==> src/rtl/lcd_serial_pkg.sv <==
// lcd_serial_pkg: shared state encoding, frame field layout and error codes
// for the LCD serial slave.
package lcd_serial_pkg;
    typedef enum logic [1:0] {ST_SYNC, ST_IDLE, ST_SHIFT, ST_COMMIT} state_t;
    localparam int ADR_W      = 6;
    localparam int RSV_W      = 2;
    localparam int DAT_W      = 8;
    localparam int FRAME_BITS = 16;
    localparam int DAT_LSB    = 0;
    localparam int RSV_LSB    = DAT_LSB + DAT_W;
    localparam int ADR_LSB    = RSV_LSB + RSV_W;
    localparam int REG_NUM    = 1 << ADR_W;
    localparam int BCNT_W     = 5;
    localparam logic [BCNT_W-1:0] BCNT_FULL = 5'd16;
    localparam logic [BCNT_W-1:0] BCNT_MAX  = 5'd17;
    localparam logic [1:0] ERR_NONE  = 2'b00;
    localparam logic [1:0] ERR_SHORT = 2'b01;
    localparam logic [1:0] ERR_LONG  = 2'b10;
    localparam logic [1:0] ERR_RSV   = 2'b11;
endpackage

==> src/rtl/lcd_serial_slave_if.sv <==
// lcd_serial_slave_if: serial pins plus the register-file read/write status bus.
interface lcd_serial_slave_if;
    import lcd_serial_pkg::*;
    logic              lcd_scen_i;
    logic              lcd_scl_i;
    logic              lcd_sda_i;
    logic [ADR_W-1:0]  rd_adr_i;
    logic [DAT_W-1:0]  rd_dat_o;
    logic              wr_stb_o;
    logic [ADR_W-1:0]  wr_adr_o;
    logic [DAT_W-1:0]  wr_dat_o;
    logic              frame_err_o;
    logic [1:0]        err_code_o;
    logic [15:0]       frame_cnt_o;
    logic              busy_o;
    modport slave (
        input  lcd_scen_i, lcd_scl_i, lcd_sda_i, rd_adr_i,
        output rd_dat_o, wr_stb_o, wr_adr_o, wr_dat_o, frame_err_o, err_code_o, frame_cnt_o, busy_o
    );
    modport master (
        output lcd_scen_i, lcd_scl_i, lcd_sda_i, rd_adr_i,
        input  rd_dat_o, wr_stb_o, wr_adr_o, wr_dat_o, frame_err_o, err_code_o, frame_cnt_o, busy_o
    );
endinterface

==> src/rtl/lcd_sync_edge.sv <==
// lcd_sync_edge: multi-stage synchronizer with registered level and edge flags;
// level and edge flags are aligned so a rise/fall flag coincides with the new level.
module lcd_sync_edge #(
    parameter int   STAGES  = 2,
    parameter logic RST_VAL = 1'b0
) (
    input  logic wb_clk_i,
    input  logic wb_rst_i,
    input  logic i_d,
    output logic o_lvl,
    output logic o_rise,
    output logic o_fall
);
    logic [STAGES-1:0] r_sync;
    logic              r_prev;
    logic              r_rise;
    logic              r_fall;
    always_ff @(posedge wb_clk_i or posedge wb_rst_i)
        if (wb_rst_i) begin
            r_sync <= {STAGES{RST_VAL}};
            r_prev <= RST_VAL;
            r_rise <= 1'b0;
            r_fall <= 1'b0;
        end else begin
            r_sync <= {r_sync[STAGES-2:0], i_d};
            r_prev <= r_sync[STAGES-1];
            r_rise <= r_sync[STAGES-1] & ~r_prev;
            r_fall <= ~r_sync[STAGES-1] & r_prev;
        end
    assign o_lvl  = r_prev;
    assign o_rise = r_rise;
    assign o_fall = r_fall;
endmodule

==> src/rtl/lcd_serial_slave.sv <==
// lcd_serial_slave: 16-bit serial frame receiver writing a 64x8 register file,
// with frame classification, error reporting and a good-frame counter.
module lcd_serial_slave
    import lcd_serial_pkg::*;
#(
    parameter int         SYNC_STAGES   = 2,
    parameter logic [7:0] REG_RESET_VAL = 8'h00
) (
    input  logic               wb_clk_i,
    input  logic               wb_rst_i,
    lcd_serial_slave_if.slave  bus
);
    state_t                r_state;
    state_t                w_state_nxt;
    logic [SYNC_STAGES:0]  r_warm;
    logic [BCNT_W-1:0]     r_bcnt;
    logic [FRAME_BITS-1:0] r_sr;
    logic [DAT_W-1:0]      r_regs [REG_NUM];
    logic [DAT_W-1:0]      r_rd_dat;
    logic                  r_wr_stb;
    logic [ADR_W-1:0]      r_wr_adr;
    logic [DAT_W-1:0]      r_wr_dat;
    logic                  r_frame_err;
    logic [1:0]            r_err_code;
    logic [15:0]           r_frame_cnt;
    logic w_scen, w_scen_rise, w_scen_fall;
    logic w_scl_lvl, w_scl_rise, w_scl_fall;
    logic w_sda, w_sda_rise, w_sda_fall;
    logic w_unused;
    logic w_warm, w_shift, w_commit, w_good, w_bad;
    logic [1:0]       w_err;
    logic [ADR_W-1:0] w_adr;
    logic [DAT_W-1:0] w_dat;
    logic [RSV_W-1:0] w_rsv;
    lcd_sync_edge #(.STAGES(SYNC_STAGES), .RST_VAL(1'b1)) u_scen (
        .wb_clk_i(wb_clk_i), .wb_rst_i(wb_rst_i), .i_d(bus.lcd_scen_i),
        .o_lvl(w_scen), .o_rise(w_scen_rise), .o_fall(w_scen_fall)
    );
    lcd_sync_edge #(.STAGES(SYNC_STAGES), .RST_VAL(1'b0)) u_scl (
        .wb_clk_i(wb_clk_i), .wb_rst_i(wb_rst_i), .i_d(bus.lcd_scl_i),
        .o_lvl(w_scl_lvl), .o_rise(w_scl_rise), .o_fall(w_scl_fall)
    );
    lcd_sync_edge #(.STAGES(SYNC_STAGES), .RST_VAL(1'b1)) u_sda (
        .wb_clk_i(wb_clk_i), .wb_rst_i(wb_rst_i), .i_d(bus.lcd_sda_i),
        .o_lvl(w_sda), .o_rise(w_sda_rise), .o_fall(w_sda_fall)
    );
    assign w_unused = &{1'b0, w_scl_lvl, w_scl_fall, w_sda_rise, w_sda_fall};
    // Reset-value ones must drain from the synchronizers before scen can be trusted.
    assign w_warm   = r_warm[SYNC_STAGES];
    assign w_shift  = (r_state == ST_SHIFT) && w_scl_rise && !w_scen;
    assign w_commit = (r_state == ST_COMMIT);
    assign w_adr    = r_sr[ADR_LSB +: ADR_W];
    assign w_dat    = r_sr[DAT_LSB +: DAT_W];
    assign w_rsv    = r_sr[RSV_LSB +: RSV_W];
    assign w_err    = (r_bcnt == BCNT_MAX)  ? ERR_LONG  :
                      (r_bcnt <  BCNT_FULL) ? ERR_SHORT :
                      (w_rsv != '0)         ? ERR_RSV   : ERR_NONE;
    assign w_good   = w_commit && (w_err == ERR_NONE);
    assign w_bad    = w_commit && (w_err != ERR_NONE);
    always_ff @(posedge wb_clk_i or posedge wb_rst_i)
        if (wb_rst_i) begin
            r_state <= ST_SYNC;
            r_warm  <= '0;
        end else begin
            r_state <= w_state_nxt;
            r_warm  <= {r_warm[SYNC_STAGES-1:0], 1'b1};
        end
    always_comb begin
        w_state_nxt = r_state;
        case (r_state)
            ST_SYNC:  w_state_nxt = (w_warm && w_scen) ? ST_IDLE : ST_SYNC;
            ST_IDLE:  w_state_nxt = w_scen_fall ? ST_SHIFT : ST_IDLE;
            ST_SHIFT: w_state_nxt = w_scen_rise ? ST_COMMIT : ST_SHIFT;
            default:  w_state_nxt = ST_IDLE;
        endcase
    end
    always_ff @(posedge wb_clk_i or posedge wb_rst_i)
        if (wb_rst_i) begin
            r_bcnt      <= '0;
            r_sr        <= '0;
            r_wr_stb    <= 1'b0;
            r_wr_adr    <= '0;
            r_wr_dat    <= '0;
            r_frame_err <= 1'b0;
            r_err_code  <= '0;
            r_frame_cnt <= '0;
        end else begin
            r_bcnt      <= (r_state == ST_IDLE) ? '0 :
                           (w_shift && r_bcnt != BCNT_MAX) ? r_bcnt + 5'd1 : r_bcnt;
            r_sr        <= w_shift ? {r_sr[FRAME_BITS-2:0], w_sda} : r_sr;
            r_wr_stb    <= w_good;
            r_frame_err <= w_bad;
            r_wr_adr    <= w_good ? w_adr : r_wr_adr;
            r_wr_dat    <= w_good ? w_dat : r_wr_dat;
            r_frame_cnt <= w_good ? r_frame_cnt + 16'd1 : r_frame_cnt;
            r_err_code  <= w_bad ? w_err : r_err_code;
        end
    always_ff @(posedge wb_clk_i or posedge wb_rst_i)
        if (wb_rst_i)
            for (int i = 0; i < REG_NUM; i++) r_regs[i] <= REG_RESET_VAL;
        else if (w_good)
            r_regs[w_adr] <= w_dat;
    // Read samples the array before a same-edge write lands: old value first, new next cycle.
    always_ff @(posedge wb_clk_i or posedge wb_rst_i)
        if (wb_rst_i) r_rd_dat <= '0;
        else          r_rd_dat <= r_regs[bus.rd_adr_i];
    assign bus.rd_dat_o    = r_rd_dat;
    assign bus.wr_stb_o    = r_wr_stb;
    assign bus.wr_adr_o    = r_wr_adr;
    assign bus.wr_dat_o    = r_wr_dat;
    assign bus.frame_err_o = r_frame_err;
    assign bus.err_code_o  = r_err_code;
    assign bus.frame_cnt_o = r_frame_cnt;
    assign bus.busy_o      = (r_state == ST_SHIFT) || (r_state == ST_COMMIT);
endmodule
==> src/flat_wrapper.sv <==
// flat-port wrapper written by rule: the top's interface ports become plain ports
module lcd_serial_slave_flat import lcd_serial_pkg::*;
#(
    parameter int         SYNC_STAGES   = 2,
    parameter logic [7:0] REG_RESET_VAL = 8'h00
)
  (wb_clk_i, wb_rst_i, bus_lcd_scen_i, bus_lcd_scl_i, bus_lcd_sda_i, bus_rd_adr_i, bus_rd_dat_o, bus_wr_stb_o, bus_wr_adr_o, bus_wr_dat_o, bus_frame_err_o, bus_err_code_o, bus_frame_cnt_o, bus_busy_o);
  lcd_serial_slave_if bus_i ();
  input  logic wb_clk_i;
  input  logic wb_rst_i;
  input wire logic [$bits(bus_i.lcd_scen_i)-1:0] bus_lcd_scen_i;
  input wire logic [$bits(bus_i.lcd_scl_i)-1:0] bus_lcd_scl_i;
  input wire logic [$bits(bus_i.lcd_sda_i)-1:0] bus_lcd_sda_i;
  input wire logic [$bits(bus_i.rd_adr_i)-1:0] bus_rd_adr_i;
  output wire logic [$bits(bus_i.rd_dat_o)-1:0] bus_rd_dat_o;
  output wire logic [$bits(bus_i.wr_stb_o)-1:0] bus_wr_stb_o;
  output wire logic [$bits(bus_i.wr_adr_o)-1:0] bus_wr_adr_o;
  output wire logic [$bits(bus_i.wr_dat_o)-1:0] bus_wr_dat_o;
  output wire logic [$bits(bus_i.frame_err_o)-1:0] bus_frame_err_o;
  output wire logic [$bits(bus_i.err_code_o)-1:0] bus_err_code_o;
  output wire logic [$bits(bus_i.frame_cnt_o)-1:0] bus_frame_cnt_o;
  output wire logic [$bits(bus_i.busy_o)-1:0] bus_busy_o;
  assign bus_i.lcd_scen_i = bus_lcd_scen_i;
  assign bus_i.lcd_scl_i = bus_lcd_scl_i;
  assign bus_i.lcd_sda_i = bus_lcd_sda_i;
  assign bus_i.rd_adr_i = bus_rd_adr_i;
  assign bus_rd_dat_o = bus_i.rd_dat_o;
  assign bus_wr_stb_o = bus_i.wr_stb_o;
  assign bus_wr_adr_o = bus_i.wr_adr_o;
  assign bus_wr_dat_o = bus_i.wr_dat_o;
  assign bus_frame_err_o = bus_i.frame_err_o;
  assign bus_err_code_o = bus_i.err_code_o;
  assign bus_frame_cnt_o = bus_i.frame_cnt_o;
  assign bus_busy_o = bus_i.busy_o;
  lcd_serial_slave #(.SYNC_STAGES(SYNC_STAGES), .REG_RESET_VAL(REG_RESET_VAL)) u_core (.wb_clk_i(wb_clk_i), .wb_rst_i(wb_rst_i), .bus(bus_i));
endmodule
==> config.mk <==
export PLATFORM = sky130hd
export DESIGN_NAME = lcd_serial_slave_flat
export DESIGN_NICKNAME = d
export VERILOG_FILES = /design/src/rtl/lcd_serial_pkg.sv /design/src/rtl/lcd_serial_slave_if.sv /design/src/rtl/lcd_sync_edge.sv /design/src/rtl/lcd_serial_slave.sv /design/src/flat_wrapper.sv
export SDC_FILE = /design/constraint.sdc
export NUM_CORES = 1
export LEC_CHECK = 0
export ABC_CLOCK_PERIOD_IN_PS = 23000
export CORE_MARGIN = 2
export CORE_UTILIZATION = 60
export CTS_BUF_LIST = sky130_fd_sc_hd__clkbuf_2
export DETAILED_ROUTE_END_ITERATION = 6
export PLACE_DENSITY_LB_ADDON = 0.25
export SYNTH_ARGS = -nofsm -noshare
export SYNTH_HDL_FRONTEND = slang
export SYNTH_SLANG_ARGS = --single-unit
==> constraint.sdc <==
create_clock -name wb_clk_i -period 23 [get_ports wb_clk_i]
set_input_delay 4.6 -clock wb_clk_i [delete_from_list [all_inputs] [get_ports wb_clk_i]]
set_output_delay 4.6 -clock wb_clk_i [all_outputs]
set_load 0.05 [all_outputs]
==> results of run 1 <==
cells by family after synthesis:
family,share of synthesized area [%]
mux,33.5
xor+xnor,0.589
fa+ha+maj,0.140
other cells,0.0140
compound gates,2.31
flops,55.3
buf+inv,2.09
simple gates,6.00
how the worst max path moves through the flow:
stage / startpoint / endpoint / slack [ns] / cells past startpoint
detailed placement: wb_rst_i / u_core.r_regs[502] / 15.08 / 4
floorplan: wb_rst_i / u_core.bus.err_code_o[0] / 1.84 / 1
global route: u_core.r_state[1] / bus_busy_o / 15.55 / 1
global placement: wb_rst_i / u_core.r_regs[498] / 15.16 / 4
CTS: u_core.r_state[1] / bus_busy_o / 15.56 / 1
finish: u_core.r_state[1] / bus_busy_o / 15.73 / 1
power by group through the flow:
stage	Combinational, W	Clock, W	Sequential [W]
floorplan	0.0000761	0	0.00108
global placement	0.000109	0	0.00108
detailed placement	0.000111	0	0.00108
CTS	0.000112	0.000775	0.00106
global route	0.000120	0.000834	0.00106
finish	0.000110	0.000754	0.00106
state kept, by name (all words and copies together), names as in the netlist, 2 cells and up:
signal / cells
u_core.r_regs: 512
u_core.bus.frame_cnt_o: 16
u_core.r_sr: 16
u_core.bus.rd_dat_o: 8
u_core.bus.wr_dat_o: 8
u_core.bus.wr_adr_o: 6
u_core.r_bcnt: 5
u_core.r_warm: 3
u_core.bus.err_code_o: 2
u_core.r_state: 2
u_core.u_scen.r_sync: 2
u_core.u_scl.r_sync: 2
u_core.u_sda.r_sync: 2
area by class of cell:
class / count / area (um^2) / share of cell area, %
diodes: 2 / 5.00 / 0.0172
clock buffers: 226 / 1130 / 3.88
clock inverters: 20 / 272 / 0.931
inverters: 5 / 26.3 / 0.0901
multi-input cells: 1036 / 11400 / 39.1
flip-flops and latches: 592 / 14800 / 50.8
well taps: 592 / 741 / 2.54
repair buffers: 82 / 748 / 2.56
stage by stage:
stage          hold WS (ns)  setup WS [ns]  cell area, um^2
2_1_floorplan         0.331           1.84            26800
3_3_place_gp          0.333          15.16            27800
3_5_place_dp          0.343          15.08            27800
4_1_cts               0.339          15.56            29200
5_1_grt               0.352          15.55            29200
6_report              0.342          15.73            29200
layer usage:
layer	vias up	track usage [%]	share of wire [%]
met1	8456	39.5	43
li1	6785	-	-
met2	515	42.5	47
met5	-	0	0
met3	115	7.02	6.6
met4	0	13.3	3.4
cells in the final DEF (no fill, tap or decap), drive strengths merged, types with 4 or more instances in the layout:
cell type | netlist | final
and3 | 5 | 5
nor4b | 4 | 4
mux2i | 16 | 16
a22oi | 9 | 9
clkinv | 0 | 9
nand2 | 105 | 105
a21oi | 9 | 9
clkdlybuf4s50 | 0 | 50
bufinv | 0 | 7
nand2b | 8 | 8
nand3 | 17 | 17
nor2b | 13 | 13
a32o | 4 | 4
dfstp | 6 | 6
o221ai | 11 | 11
clkbuf | 90 | 227
buf | 39 | 31
mux2 | 535 | 535
inv | 5 | 7
dfrtp | 586 | 586
xnor2 | 10 | 10
nor2 | 65 | 65
xor2 | 8 | 8
o22a | 5 | 5
o21ai | 11 | 11
nand4 | 5 | 5
a31oi | 6 | 6
mux4 | 123 | 123
a211oi | 8 | 8
o22ai | 11 | 11
==> reports/qor.txt, run 1 <==
outcome = complete, but fails checks
failing checks = design-rule violations
Slew headroom = 26.6%
die area = 46300 um^2
Detailed Route WL = 62100 um
top cells by area, synth = dfrtp_1 55%, mux2_2 22%, mux4_2 10%, clkbuf_1 1.3%, nand2_1 1.0%
number of post-CTS setup repair buffers = 0
GRT overflow = 0
Post-synth EDFFs = 0
area grow syn2layout = 8.94%
Tcrit/Tclk final = 31.6%
Crit Path Max Fanout = 9
most instantiated library cell after synthesis = dfrtp_1
first-pass GRT wire length = 99600 um
WP buf/inv = 1
Leak = 14.4 nW
TritonCTS clock tree = yes
max-slew violations = 0
Critical Path Start Type = flip-flop
vias in the first global route = 17200
Fmax = 137 MHz
worst clock skew = 0.0777 ns
remaining antenna violation count = 0
Hold Startpoint = u_core.u_sda.r_sync[0]
crit path capture type = output pin
CP delay by family, top = buffers and inverters
syn nets = 1776
post-placement cell count = 2307
Non-Filler Instances = 2555
I/O Buffers = 53
Register-to-Register Path Depth = 6
hold path depth = 0
Layout Nets = 1883
post-synth top area share = 54.8%
FF+latch count, synth = 592
Reg2Reg Launch Point = u_core.r_sr[9]
sequential share of the synthesized area = 55.3%
post-synth top area cell = dfrtp_1
Net Sw Frac = 26.8%
Starting Density = 60.7%
core area = 44100 um^2
detailed router's first-iteration violation count = 1334
# fillers = 3309
RSZ-0062 raised after global routing = no
synthesized netlist cell count = 1762
top cells by instance count after synthesis = 586 x dfrtp_1, 530 x mux2_2, 123 x mux4_2, 90 x clkbuf_1, 73 x nand2_1
total CTS buffers = 152
routability cong. = 0.838
internal power = 0.00141 W
Post-synth ARST share = 100%
worst-margin pin slew = 1.10 ns
die width = 215 um
Synth Flop Type = dfrtp_1
root buf cell = clkbuf_2
Layout Utilization = 66.1%
Ports = 54
flop2flop setup slack = 19.72 ns
Yosys warnings = 0
total power draw = 0.00193 W
worst reg2reg endpoint = u_core.r_regs[1]
Detailed Place HPWL = 37700 um
CP Cell Sequence = clkdlybuf4s50_1
clock share of power = 39.2%
maximum buffer depth of the clock tree = 3
Setup TNS = 0 ns
WP data arrival = 2.67 ns
largest net degree at the start of global routing = 138
hold buffer count at cts = 0
Max IR drop VDD = 42.9 uV
mapped cell area = 26800 um^2
Hold EP = u_core.u_sda.r_sync[1]
TritonRoute pass-1 iters = 7
final setup violation count = 0
Clock Latency Late Sink = 1.28 ns
# clock sinks = 592
slowest stage delay, CP = 0.91 ns
count of cell types in the netlist = 62
FP Rows = 77
share of cells above drive strength 1 = 52.0%
post_cts resized = 0
Total GRT Usage = 28.3%
DRC violations left = 2
H-tree Lvls = 4
HP Class = reg2reg
initial antenna violation count = 2
Max-Cap Viols = 0
Die Y = 215 um
vias per std cell = 6.21
wire per inst = 24.3 um
Psw = 0.000516 W
Final Hold Viols = 0
Final min period = 7.27 ns
syn_area_per_cell = 15.2 um^2
vias = 15900
kind of critical path = reg2out
Clock transition at path regs = 0.10 ns
Flop pwr share = 55.1%
Critical Path RT = 18.40 ns
Worst path slowest cell = clkdlybuf4s50_1
PD cells = 66.0 nW/um^2
combinational share of power = 5.7%
No activity file was read; power rests on OpenSTA's default activity.
==> inputs of run 2 (changes only) <==
--- a/config.mk
+++ b/config.mk
@@ -5,9 +5,9 @@
 export SDC_FILE = /design/constraint.sdc
 export NUM_CORES = 1
 export LEC_CHECK = 0
-export ABC_CLOCK_PERIOD_IN_PS = 23000
+export ABC_CLOCK_PERIOD_IN_PS = 5900
 export CORE_MARGIN = 2
-export CORE_UTILIZATION = 60
+export CORE_UTILIZATION = 58
 export CTS_BUF_LIST = sky130_fd_sc_hd__clkbuf_2
 export DETAILED_ROUTE_END_ITERATION = 6
 export PLACE_DENSITY_LB_ADDON = 0.25
==> constraint.sdc (replaced) <==
create_clock -name wb_clk_i -period 5.9 [get_ports wb_clk_i]
set_input_delay 1.18 -clock wb_clk_i [delete_from_list [all_inputs] [get_ports wb_clk_i]]
set_output_delay 1.18 -clock wb_clk_i [all_outputs]
set_load 0.05 [all_outputs]
==> reports/qor.txt, run 2 (same netlist as run 1, synthesis figures left out) <==
worst-margin pin slew = 1.12 ns (was 1.10 ns)
vias = 16000 (was 15900)
slowest stage delay, CP = 0.90 ns (was 0.91 ns)
WP data arrival = 2.74 ns (was 2.67 ns)
Slew headroom = 25.1% (was 26.6%)
share of cells above drive strength 1 = 51.7% (was 52.0%)
PD cells = 251 nW/um^2 (was 66.0 nW/um^2)
Net Sw Frac = 27.5% (was 26.8%)
worst clock skew = 0.0908 ns (was 0.0777 ns)
Tcrit/Tclk final = 66.4%
DRC violations left = 0 (was 2)
FP Rows = 78 (was 77)
Critical Path RT = 4.72 ns (was 18.40 ns)
die width = 219 um (was 215 um)
combinational share of power = 6.3% (was 5.7%)
Clock Latency Late Sink = 1.37 ns (was 1.28 ns)
# fillers = 3357 (was 3309)
most frequent cells in the layout = 578 x dfrtp_1, 530 x mux2_2, 221 x clkbuf_2, 123 x mux4_2, 73 x nand2_1 (was 578 x dfrtp_1, 530 x mux2_2, 226 x clkbuf_2, 123 x mux4_2, 73 x nand2_1)
# clock sinks = 592 (unchanged)
Leak = 14.4 nW (about the same)
Flop pwr share = 56.3% (was 55.1%)
commonest non-fill, non-tap cell in the layout = dfrtp_1 (unchanged)
hold buffer count at cts = 0 (unchanged)
CP delay by family, top = buffers and inverters (unchanged)
Critical Path Start Type = flip-flop (unchanged)
Total GRT Usage = 27.8% (was 28.3%)
kind of critical path = reg2out (unchanged)
Worst path slowest cell = clkdlybuf4s50_1 (unchanged)
Detailed Route WL = 63700 um (was 62100 um)
H-tree Lvls = 4 (unchanged)
routability cong. = 0.910 (was 0.838)
Crit Path Max Fanout = 9 (unchanged)
largest net degree at the start of global routing = 147 (was 138)
CP Cell Sequence = clkdlybuf4s50_1 (unchanged)
Reg2Reg Launch Point = u_core.r_sr[9] (unchanged)
initial antenna violation count = 3 (was 2)
final setup violation count = 0 (unchanged)
crit path capture type = output pin (unchanged)
vias in the first global route = 16600 (was 17200)
internal power = 0.00531 W (was 0.00141 W)
vias per std cell = 6.20 (was 6.21)
Fmax = 255 MHz
outcome = complete, no violations (was complete, but fails checks)
Max IR drop VDD = 157 uV (was 42.9 uV)
detailed router's first-iteration violation count = 1278 (was 1334)
HP Class = in2async (was reg2reg)
Starting Density = 58.9% (was 60.7%)
root buf cell = clkbuf_2 (unchanged)
total CTS buffers = 151 (was 152)
max-slew violations = 0 (unchanged)
core area = 45500 um^2 (was 44100 um^2)
GRT overflow = 0 (unchanged)
max FFs per register = 512 (unchanged)
wire per inst = 24.8 um (was 24.3 um)
WP buf/inv = 1 (unchanged)
first-pass GRT wire length = 99000 um (was 99600 um)
TritonCTS clock tree = yes (unchanged)
Top reg by flops = u_core.r_regs (unchanged)
Die Y = 219 um (was 215 um)
RSZ-0062 raised after global routing = no (unchanged)
Detailed Place HPWL = 40300 um (was 37700 um)
die area = 47900 um^2 (was 46300 um^2)
Final min period = 3.92 ns
post_cts resized = 0 (unchanged)
number of post-CTS setup repair buffers = 0 (unchanged)
remaining antenna violation count = 0 (unchanged)
Layout Utilization = 64.2% (was 66.1%)
Final Hold Viols = 0 (unchanged)
Psw = 0.00201 W (was 0.000516 W)
Ports = 54 (unchanged)
maximum buffer depth of the clock tree = 3 (unchanged)
clock share of power = 37.5% (was 39.2%)
TritonRoute pass-1 iters = 5 (was 7)
Clock transition at path regs = 0.11 ns (was 0.10 ns)
total power draw = 0.00733 W (was 0.00193 W)
Max-Cap Viols = 0 (unchanged)
area grow syn2layout = 9.04% (was 8.94%)
Layout Nets = 1887 (was 1883)
Setup crit start = u_core.r_state[1] (unchanged)
I/O Buffers = 53 (unchanged)
[run 2: cell count changes in the layout (fill, tap and decap cells not counted), moves of 3 or more]
cell	previous run	this run
buf_12	0	7
bufinv_16	7	3
clkbuf_2	226	221
clkinv_1	8	16
diode_2	2	5
inv_2	3	7
[run 2: worst paths after layout]
kind | end | slack, ns | cells past startpoint
min in group wb_clk_i | u_core.u_scen.r_sync[0] | 0.27 | 1
max in group asynchronous | u_core.r_regs[430] | 4.28 | 4
worst max register to register | u_core.r_regs[448] | 2.57 | 6
worst min-delay path | u_core.bus.frame_cnt_o[14] | 0.26 | 2
worst min register to register | u_core.u_scl.r_sync[1] | 0.36 | 0
worst max-delay path | bus_busy_o | 1.98 | 1
[run 2: per-layer routing]
metal	global-route usage (%)	part of all wire (%)	vias up
met2	42.3	48	461
li1	-	-	6786
met5	0	0.035	-
met3	7.87	6.3	107
met1	38.4	44	8608
met4	10.5	2.5	2
[run 2: power groups by stage]
stage               logic, W  clock network [W]  registers, W
floorplan           0.000297                  0       0.00420
global placement    0.000455                  0       0.00420
detailed placement  0.000465                  0       0.00420
CTS                 0.000466            0.00282       0.00412
global route        0.000499            0.00304       0.00413
finish              0.000459            0.00275       0.00412
[run 2: area by class of cell]
cell class,count,area [um^2],area share [%]
Antenna cell,5,12.5,0.0428
Clock buffer,221,1110,3.79
Clock inverter,27,185,0.634
Inverter,5,22.5,0.0771
Multi-Input combinational cell,1036,11400,39.1
Sequential cell,592,14800,50.8
Tap cell,600,751,2.57
Timing Repair Buffer,87,873,2.99
[run 2: metrics by stage]
step           hold WS [ns]  TNS [ns]  std cells  setup slack (ns)  instance area [um^2]
2_1_floorplan         0.331  -1967.46       1762             -3.35                 26800
3_3_place_gp          0.332         0       2320              1.90                 27900
3_5_place_dp          0.335         0       2320              1.90                 27900
4_1_cts               0.147         0       2568              1.85                 29200
5_1_grt               0.225         0       2571              1.87                 29200
6_report              0.263         0       2573              1.98                 29200
==> inputs of run 3 (changes only) <==
--- a/config.mk
+++ b/config.mk
@@ -5,7 +5,7 @@
 export SDC_FILE = /design/constraint.sdc
 export NUM_CORES = 1
 export LEC_CHECK = 0
-export ABC_CLOCK_PERIOD_IN_PS = 5900
+export ABC_CLOCK_PERIOD_IN_PS = 3470
 export CORE_MARGIN = 2
 export CORE_UTILIZATION = 58
 export CTS_BUF_LIST = sky130_fd_sc_hd__clkbuf_2
==> constraint.sdc (replaced) <==
create_clock -name wb_clk_i -period 3.47 [get_ports wb_clk_i]
set_input_delay 0.694 -clock wb_clk_i [delete_from_list [all_inputs] [get_ports wb_clk_i]]
set_output_delay 0.694 -clock wb_clk_i [all_outputs]
set_load 0.05 [all_outputs]
==> reports/qor.txt, run 3 (same netlist as run 1, synthesis figures left out) <==
I/O Buffers = 53 (unchanged)
# clock sinks = 592 (unchanged)
commonest non-fill, non-tap cell in the layout = dfrtp_1 (unchanged)
H-tree Lvls = 4 (unchanged)
share of cells above drive strength 1 = 52.7% (was 51.7%)
initial antenna violation count = 2 (was 3)
worst reg2reg endpoint = u_core.r_regs[133] (was u_core.r_regs[448])
crit path capture type = output pin (unchanged)
Slew headroom = 34.9% (was 25.1%)
largest net degree at the start of global routing = 71 (was 147)
die area = 47900 um^2 (unchanged)
RSZ-0062 raised after global routing = no (unchanged)
TritonCTS clock tree = yes (unchanged)
PD cells = 430 nW/um^2 (was 251 nW/um^2)
Clock transition at path regs = 0.11 ns (about the same)
total CTS buffers = 152 (was 151)
first-pass GRT wire length = 101000 um (was 99000 um)
root buf cell = clkbuf_2 (unchanged)
Final min period = 3.29 ns
Leak = 14.7 nW (was 14.4 nW)
wire per inst = 24.6 um (was 24.8 um)
Ports = 54 (unchanged)
vias in the first global route = 17200 (was 16600)
Hold EP = u_core.bus.rd_dat_o[7]
Worst Hold Slack = 0.281 ns (was 0.263 ns)
Worst path slowest cell = clkdlybuf4s50_1 (unchanged)
Detailed Route WL = 64600 um (was 63700 um)
Fmax = 304 MHz
Top reg by flops = u_core.r_regs (unchanged)
Total GRT Usage = 28.5% (was 27.8%)
Crit Path Max Fanout = 1 (was 9)
max FFs per register = 512 (unchanged)
remaining antenna violation count = 0 (unchanged)
DRC violations left = 0 (unchanged)
HP Class = in2reg (was in2async)
routability cong. = 0.848 (was 0.910)
FP Rows = 78 (unchanged)
flop2flop setup slack = 0.43 ns (was 2.57 ns)
hold path depth = 3
Final Hold Viols = 0 (unchanged)
Layout Nets = 1925 (was 1887)
worst clock skew = 0.0760 ns (was 0.0908 ns)
GRT overflow = 0 (unchanged)
detailed router's first-iteration violation count = 1181 (was 1278)
TritonRoute pass-1 iters = 5 (unchanged)
die width = 219 um (unchanged)
slowest stage delay, CP = 0.83 ns (was 0.90 ns)
Critical Path RT = 2.78 ns (was 4.72 ns)
vias = 16100 (was 16000)
core area = 45500 um^2 (unchanged)
kind of critical path = reg2out (unchanged)
Tcrit/Tclk final = 94.8%
most frequent cells in the layout = 578 x dfrtp_1, 530 x mux2_2, 233 x clkbuf_2, 123 x mux4_2, 73 x nand2_1 (was 578 x dfrtp_1, 530 x mux2_2, 221 x clkbuf_2, 123 x mux4_2, 73 x nand2_1)
WP buf/inv = 1 (unchanged)
Reg2Reg Launch Point = u_core.r_bcnt[0] (was u_core.r_sr[9])
Max-Cap Viols = 0 (unchanged)
Starting Density = 58.9% (unchanged)
Hold Startpoint = bus_rd_adr_i[4]
final setup violation count = 0 (unchanged)
CP Cell Sequence = clkdlybuf4s50_1 (unchanged)
maximum buffer depth of the clock tree = 3 (unchanged)
Register-to-Register Path Depth = 7 (was 6)
final worst slack = 0.180 ns (was 1.98 ns)
WP data arrival = 2.60 ns (was 2.74 ns)
worst-margin pin slew = 0.968 ns (was 1.12 ns)
pre-CTS setup slack = 0.378 ns (was 1.90 ns)
Max IR drop VDD = 206 uV (was 157 uV)
Die Y = 219 um (unchanged)
max-slew violations = 0 (unchanged)
vias per std cell = 6.14 (was 6.20)
area grow syn2layout = 10.8% (was 9.04%)
Detailed Place HPWL = 41600 um (was 40300 um)
number of post-CTS setup repair buffers = 0 (unchanged)
Clock Latency Late Sink = 1.34 ns (was 1.37 ns)
total power draw = 0.0128 W (was 0.00733 W)
Critical Path Start Type = flip-flop (unchanged)
outcome = complete, no violations (unchanged)
CP delay by family, top = buffers and inverters (unchanged)
Layout Utilization = 65.2% (was 64.2%)
[run 3: timing repair]
item | CTS | global route
endpoints found under the hold margin | 13 | 0
hold buffers | 4 | 0
setup endpoints to repair | 1 | 0
resized for setup | 1 | 0
[run 3: how the worst max path moves through the flow]
stage | start | endpoint | slack, ns | cells after the start
2_1_floorplan | wb_rst_i | u_core.bus.err_code_o[0] | -5.29 | 1
3_3_place_gp | bus_rd_adr_i[3] | u_core.bus.rd_dat_o[5] | 0.40 | 7
3_5_place_dp | bus_rd_adr_i[3] | u_core.bus.rd_dat_o[5] | 0.38 | 7
4_1_cts | u_core.bus.frame_cnt_o[4] | bus_frame_cnt_o[4] | 0.06 | 1
5_1_grt | u_core.bus.frame_cnt_o[12] | bus_frame_cnt_o[12] | 0.07 | 1
6_report | u_core.bus.rd_dat_o[3] | bus_rd_dat_o[3] | 0.18 | 1
[run 3: layout make-up]
class | instances | area, um^2
inverters | 5 | 22.5
diodes | 4 | 10.0
multi-input cells | 1036 | 11400
flip-flops and latches | 592 | 14800
repair buffers | 124 | 1230
clock inverters | 26 | 233
clock buffers | 233 | 1170
fillers | 3310 | 15800
well taps | 600 | 751
[run 3: where the power goes]
group          total (W)  switching [W]  leakage (nW)  internal (W)
clock network    0.00492        0.00279          1.09       0.00212
registers        0.00708       0.000145          8.21       0.00693
logic           0.000760       0.000528          5.42      0.000232
total             0.0128        0.00347          14.7       0.00929
[run 3: per-stage QoR]
stage / std cells / cell area [um^2] / TNS [ns]
3_5_place_dp: 2353 / 28200 / 0
4_1_cts: 2616 / 29700 / 0
3_3_place_gp: 2353 / 28200 / 0
2_1_floorplan: 1762 / 26800 / -3118.31
5_1_grt: 2620 / 29700 / 0
6_report: 2620 / 29700 / 0
[run 3: metal layers]
layer | global-route usage (%) | vias to the layer above | part of all wire (%)
li1 | - | 6865 | -
met1 | 38.7 | 8610 | 42
met2 | 43.7 | 479 | 48
met3 | 7.60 | 124 | 6.4
met4 | 11.8 | 0 | 3.1
met5 | 0 | - | 0
[run 3: worst register-to-register path: stages, from the launching register on]
cell,delay (ns)
dfrtp_1,0.43
ha_1,0.21
nor3b_1,0.17
or3_4,0.53
inv_2,0.14
nand4_4,0.38
nor2_2,0.66
mux2_2,0.41
